## config.mk

```make
export PLATFORM = sky130hd
export DESIGN_NAME = nrzi_stuff_tx
export DESIGN_NICKNAME = d
export VERILOG_FILES = /design/src/rtl/nrzi_stuff_tx.sv
export SDC_FILE = /design/constraint.sdc
export NUM_CORES = 1
export LEC_CHECK = 0
export BUFFER_PORTS_ARGS = -buffer_cell sky130_fd_sc_hd__buf_2
export CAP_MARGIN = 40
export CORE_ASPECT_RATIO = 0.6
export CORE_MARGIN = 3
export CORE_UTILIZATION = 45
export CTS_BUF_LIST = sky130_fd_sc_hd__clkbuf_2
export CTS_CLUSTER_DIAMETER = 50
export DETAILED_ROUTE_END_ITERATION = 16
export HOLD_SLACK_MARGIN = 0.02
export SLEW_MARGIN = 20
export SYNTH_ARGS = -nofsm -noshare
export SYNTH_HDL_FRONTEND = slang
export SYNTH_SLANG_ARGS = --single-unit
```

## constraint.sdc

```tcl
create_clock -name clk -period 1.8 [get_ports clk]
set_input_delay 0.36 -clock clk [delete_from_list [all_inputs] [get_ports clk]]
set_output_delay 0.36 -clock clk [all_outputs]
set_load 0.01 [all_outputs]
```

## src/rtl/nrzi_stuff_tx.sv

```systemverilog
// Transmit line encoder: SYNC prefix, bit stuffing after runs of ones,
// NRZI encoding and an SE0/J end-of-packet, one line symbol per cycle.
module nrzi_stuff_tx #(
  parameter int STUFF_LEN = 6,
  parameter int SYNC_BITS = 8,
  parameter int EOP_SE0   = 2,
  parameter int CNT_W     = 6
) (
  input  logic             clk,
  input  logic             rst,
  input  logic             in_valid,
  output logic             in_ready,
  input  logic             in_bit,
  input  logic             in_last,
  output logic             line_out,
  output logic             out_se0,
  output logic             out_valid,
  output logic             busy,
  output logic             done,
  output logic [CNT_W-1:0] stuff_cnt
);

  localparam int OW = $clog2(STUFF_LEN + 1);
  localparam int SW = $clog2(SYNC_BITS + 1);
  localparam int EW = $clog2(EOP_SE0 + 1);

  localparam logic [OW-1:0] ONES_STUFF = OW'(STUFF_LEN);
  localparam logic [SW-1:0] SYNC_LAST  = SW'(SYNC_BITS - 1);
  localparam logic [EW-1:0] EOP_LAST   = EW'(EOP_SE0 - 1);

  typedef enum logic [2:0] {IDLE, SYNC, DATA, STUFF, EOP, EOPJ} state_t;

  state_t           state, state_d;
  logic [OW-1:0]    ones_cnt, ones_d, ones_inc;
  logic [SW-1:0]    sync_cnt, sync_d;
  logic [EW-1:0]    eop_cnt, eop_d;
  logic             last_q, last_d;
  logic             line_d, se0_d, valid_d, busy_d, done_d;
  logic [CNT_W-1:0] stuff_cnt_d;

  // Only the state decides whether a bit is taken; no combinational path from in_valid.
  assign in_ready = (state == DATA);

  // NOTE: every signal gets a default before the case so no path can leave it
  // unassigned; otherwise synthesis would infer a latch to hold the old value.
  always_comb begin
    state_d     = state;
    ones_d      = ones_cnt;
    sync_d      = sync_cnt;
    eop_d       = eop_cnt;
    last_d      = last_q;
    line_d      = line_out;
    se0_d       = 1'b0;
    valid_d     = 1'b0;
    done_d      = 1'b0;
    stuff_cnt_d = stuff_cnt;
    ones_inc    = in_bit ? ones_cnt + OW'(1) : '0;

    case (state)
      IDLE: begin
        line_d = 1'b1;
        if (in_valid) begin
          state_d     = SYNC;
          sync_d      = '0;
          ones_d      = '0;
          stuff_cnt_d = '0;
        end
      end

      SYNC: begin
        valid_d = 1'b1;
        if (sync_cnt == SYNC_LAST) begin
          // The closing SYNC one starts the run that stuffing watches.
          ones_d  = OW'(1);
          sync_d  = '0;
          state_d = DATA;
        end else begin
          line_d = ~line_out;
          sync_d = sync_cnt + SW'(1);
        end
      end

      DATA: begin
        if (in_valid) begin
          valid_d = 1'b1;
          last_d  = in_last;
          ones_d  = ones_inc;
          line_d  = in_bit ? line_out : ~line_out;
          if (ones_inc == ONES_STUFF) begin
            state_d = STUFF;
          end else if (in_last) begin
            state_d = EOP;
            eop_d   = '0;
          end
        end
      end

      STUFF: begin
        valid_d = 1'b1;
        line_d  = ~line_out;
        ones_d  = '0;
        if (stuff_cnt != '1) stuff_cnt_d = stuff_cnt + CNT_W'(1);
        if (last_q) begin
          state_d = EOP;
          eop_d   = '0;
        end else begin
          state_d = DATA;
        end
      end

      EOP: begin
        valid_d = 1'b1;
        se0_d   = 1'b1;
        line_d  = 1'b0;
        if (eop_cnt == EOP_LAST) state_d = EOPJ;
        else                     eop_d   = eop_cnt + EW'(1);
      end

      EOPJ: begin
        valid_d = 1'b1;
        line_d  = 1'b1;
        done_d  = 1'b1;
        state_d = IDLE;
      end

      default: state_d = IDLE;
    endcase

    busy_d = (state_d != IDLE);
  end

  // NOTE: sequential state uses non-blocking assignments so every register
  // samples the pre-edge values, independent of statement order.
  always_ff @(posedge clk) begin
    if (rst) begin
      state     <= IDLE;
      ones_cnt  <= '0;
      sync_cnt  <= '0;
      eop_cnt   <= '0;
      last_q    <= 1'b0;
      line_out  <= 1'b1;
      out_se0   <= 1'b0;
      out_valid <= 1'b0;
      busy      <= 1'b0;
      done      <= 1'b0;
      stuff_cnt <= '0;
    end else begin
      state     <= state_d;
      ones_cnt  <= ones_d;
      sync_cnt  <= sync_d;
      eop_cnt   <= eop_d;
      last_q    <= last_d;
      line_out  <= line_d;
      out_se0   <= se0_d;
      out_valid <= valid_d;
      busy      <= busy_d;
      done      <= done_d;
      stuff_cnt <= stuff_cnt_d;
    end
  end

endmodule

```

==> summary.md <==
| Metric | Value |
|---|---|
| Status | `completed` |
| Syn Area/Cell | `8.19 um2` |
| Gpl congestion | `0.837` |
| Largest family of logic cells by synthesized area | `simple AND/OR/NAND/NOR gates` |
| Post-Synthesis Cells | `~150` |
| Worst Hold Class | `in2reg` |
| Cell Area, Synth | `between 1000 and 1500 um2` |
| Routed WL | `about 2.6 mm` |
| Initial antenna violation count | `0` |
| Die area | `3430 um2` |
| Nets@finish | `around 180` |
| Post-synthesis xor/xnor area fraction | `between 3 and 4%` |
| GRT Total Usage | `between 10% and 20%` |
| YS warnings | `0` |
| Die Ht | `approximately 47 um` |
| Setup violators final | `0` |
| Period utilization | `92.8%` |
| R2r endpoint | `sync_cnt[3]` |
| WHS Path Cells | `3` |
| Register bit total from synthesis | `24` |
| Antenna-violating nets left | `0` |
| Period minus WS final | `between 1.5 and 2 ns` |
| Multiplexer share of the synthesized area | `between 3 and 4%` |
| Adder-Cell Fraction of Synth Area | `under 10%` |
| Syn Nets | `between 150 and 200` |
| Setup TNS | `0 ns` |
| CP arrival | `slightly below 2 ns` |
| Clock buffer count from CTS | `3` |
| Top_reg_cell synth | `dfxtp_1` |
| Via/cell ratio | `between 5 and 6` |
| WP data required | `roughly 2.1 ns` |
| R2r worst-path depth | `4` |
| RR Startpoint | `state[0]` |
| Worst setup margin | `0.129 ns` |
| Initial drt markers | `65` |
| Distinct cell type count after synthesis | `41` |
| Power per cell area | `between 600 and 700 nW/um2` |
| Design area | `about 1400 um2` |
| DR vias | `1111` |
| Synth Area in Compound Gates | `around a fifth` |
| Starting density of the core | `48.3%` |
| Least-Margin Pin Slew | `approximately 0.36 ns` |
| Syn-to-layout area delta | `15.5%` |
| PortBufs | `16` |
| Critical-path maximum fanout | `8` |
| # H-tree levels | `1` |
| RSZ-0062 raised after global routing | `no` |
| TritonCTS clock tree | `built` |
| Max Cap Violations | `0` |
| Deepest clock path buffer count | `2` |
| Clk sink count | `24` |
| Slew headroom | `between 70% and 80%` |
| Post-synthesis sequential area ratio | `around two fifths` |
| Number of flops mapped to enable cells by yosys | `0` |
| Pre-antenna DRT Iters | `4` |
| CTS Root Cell | `clkbuf_2` |
| Die width | `73.7 um` |
| Peak VDD IR | `483 uV` |
| Drt drc | `0` |
| Crit end category | `flop` |
| Leakage | `around 0.57 nW` |
| Std-Cell Rows | `14` |
| Worst reg2reg setup slack | `0.13 ns` |
| Post-CTS Setup Bufs | `0` |
| Total grt overflow | `0` |
| Max Fclk | `around 600 MHz` |
| Min-delay src | `in_last` |
| Clock Latency Late Sink | `about 0.33 ns` |
| Endpoints failing hold | `0` |
| Num ports | `17` |
| Clock transition at the registers of the reported paths | `between 0.2 and 0.25 ns` |
| Post-place setup slack | `~0.12 ns` |
| Vias in the first global route | `around 1000` |
| Worst hold slack | `between 0.2 and 0.3 ns` |
| Crit path kind | `reg2reg` |
| DP Wirelength | `between 2 and 2.5 mm` |
| Clk_skew | `about 0.011 ns` |
| Ys async rst share | `0%` |
| # diodes | `0` |
| Hold_buf cts | `0` |
| Cell Area, Placed | `approximately 1400 um2` |
| Post-layout util | `55.8%` |
| Largest net degree at the start of global routing | `19` |
| Synth Area in Simple Gates | `28.8%` |
| Hold EP | `last_q` |
| Max Slew Vio Count | `0` |
| Core area | `between 2000 and 3000 um2` |
| Share of layout cells above drive strength 1 | `about 22%` |
| CP Launch Type | `flop` |
| Routed len/inst | `between 10 and 15 um` |
| First-pass GRT wire length | `between 4 and 5 mm` |
-- per-stage QoR --
stage / instances / power [mW]
2_1_floorplan: 151 / 0.641
3_3_place_gp: 200 / 0.683
3_5_place_dp: 200 / 0.682
4_1_cts: 203 / 0.881
5_1_grt: 203 / 0.914
6_report: 203 / 0.874
-- sequential cells by signal (all words and copies together), names as in the netlist --
register,flops
busy,1
done,1
eop_cnt,2
last_q,1
line_out,1
ones_cnt,3
out_se0,1
out_valid,1
state,3
stuff_cnt,6
sync_cnt,4
-- cells by family (layout without fill, tap and decap cells) --
kind of cell               count (synthesis)  after routing
adders and majority gates                  4              4
xor gates and xnor gates                   5              5
and+or+nand+nor                           71             71
buffers and inverters                      8             28
AOI/OAI and AO/OA                         35             35
muxes                                      4              4
DFF                                       24             24
-- worst max-delay path by stage --
stage               slack (ns)  cells after the start            to        start
floorplan                 0.37                      6   ones_cnt[2]  sync_cnt[0]
global placement          0.17                      6  stuff_cnt[5]     in_valid
detailed placement        0.12                      6    eop_cnt[0]  ones_cnt[0]
CTS                       0.03                      4      in_ready     state[2]
global route             0.008                      4   sync_cnt[3]     state[0]
finish                    0.13                      4   sync_cnt[3]     state[0]
-- metal layers --
metal | part of all wire [%] | track usage, % | vias to the layer above
li1 | - | - | 572
met1 | 57 | 25.1 | 517
met2 | 39 | 24.3 | 20
met3 | 4.1 | 5.23 | 2
met4 | 0.45 | 2.17 | 0
met5 | 0 | 0 | -
-- repair_timing --
action / CTS / global route
hold endpoints to repair: 0 / 0
resized for setup: 2 / 6
endpoints found under the setup margin: 1 / 3
-- worst max-delay path: stages (launching register included) --
cell and delay [ns]:
dfxtp_1 0.51, nor3b_4 0.32, nand2_1 0.15, or4_1 0.48
a21oi_1 0.16
-- synthesized netlist by cell type (all sizes together), types with 4 or more instances --
cell type	n	share of area, %
clkbuf	4	1.3
ha	4	4.0
o21ai	5	2.0
nor2	24	7.3
xnor2	4	2.8
a21oi	12	4.9
dfxtp	24	39
nand3	6	2.4
nor2b	6	3.0
nand2	15	4.6
-- area by class of cell --
class	count	area, um2
clock buffers	3	15.0
multi-input cells	119	742
well taps	32	40.0
inverters	1	3.75
flip-flops and latches	24	487
fillers	236	1130
repair buffers	24	140
-- placed cells by master (no fill, tap or decap), types with 2 or more instances in the layout --
cell type	synthesis	routed
o21bai_1	2	2
mux2i_1	3	3
nor2b_1	6	6
clkbuf_2	1	3
and3_1	3	3
nand2_1	15	15
buf_2	2	16
ha_1	4	4
nand4_1	3	3
nand2b_1	3	2
nand3_1	6	6
nand3b_1	2	2
or2_2	2	2
o21ai_0	5	5
a21o_1	3	3
dfxtp_1	24	21
nor2_1	24	24
buf_4	0	8
o31ai_1	2	2
dfxtp_2	0	2
xnor2_1	4	4
a211oi_1	2	2
a21oi_1	12	12
-- report_power, final --
group          switching [mW]  total [mW]  internal, mW  leakage, nW
logic                  0.0648       0.118        0.0536        0.362
clock network           0.155       0.201        0.0454       0.0125
registers              0.0117       0.555         0.543        0.196
total                   0.232       0.874         0.642        0.571
Note: power is estimated with default switching activity, not from simulation.
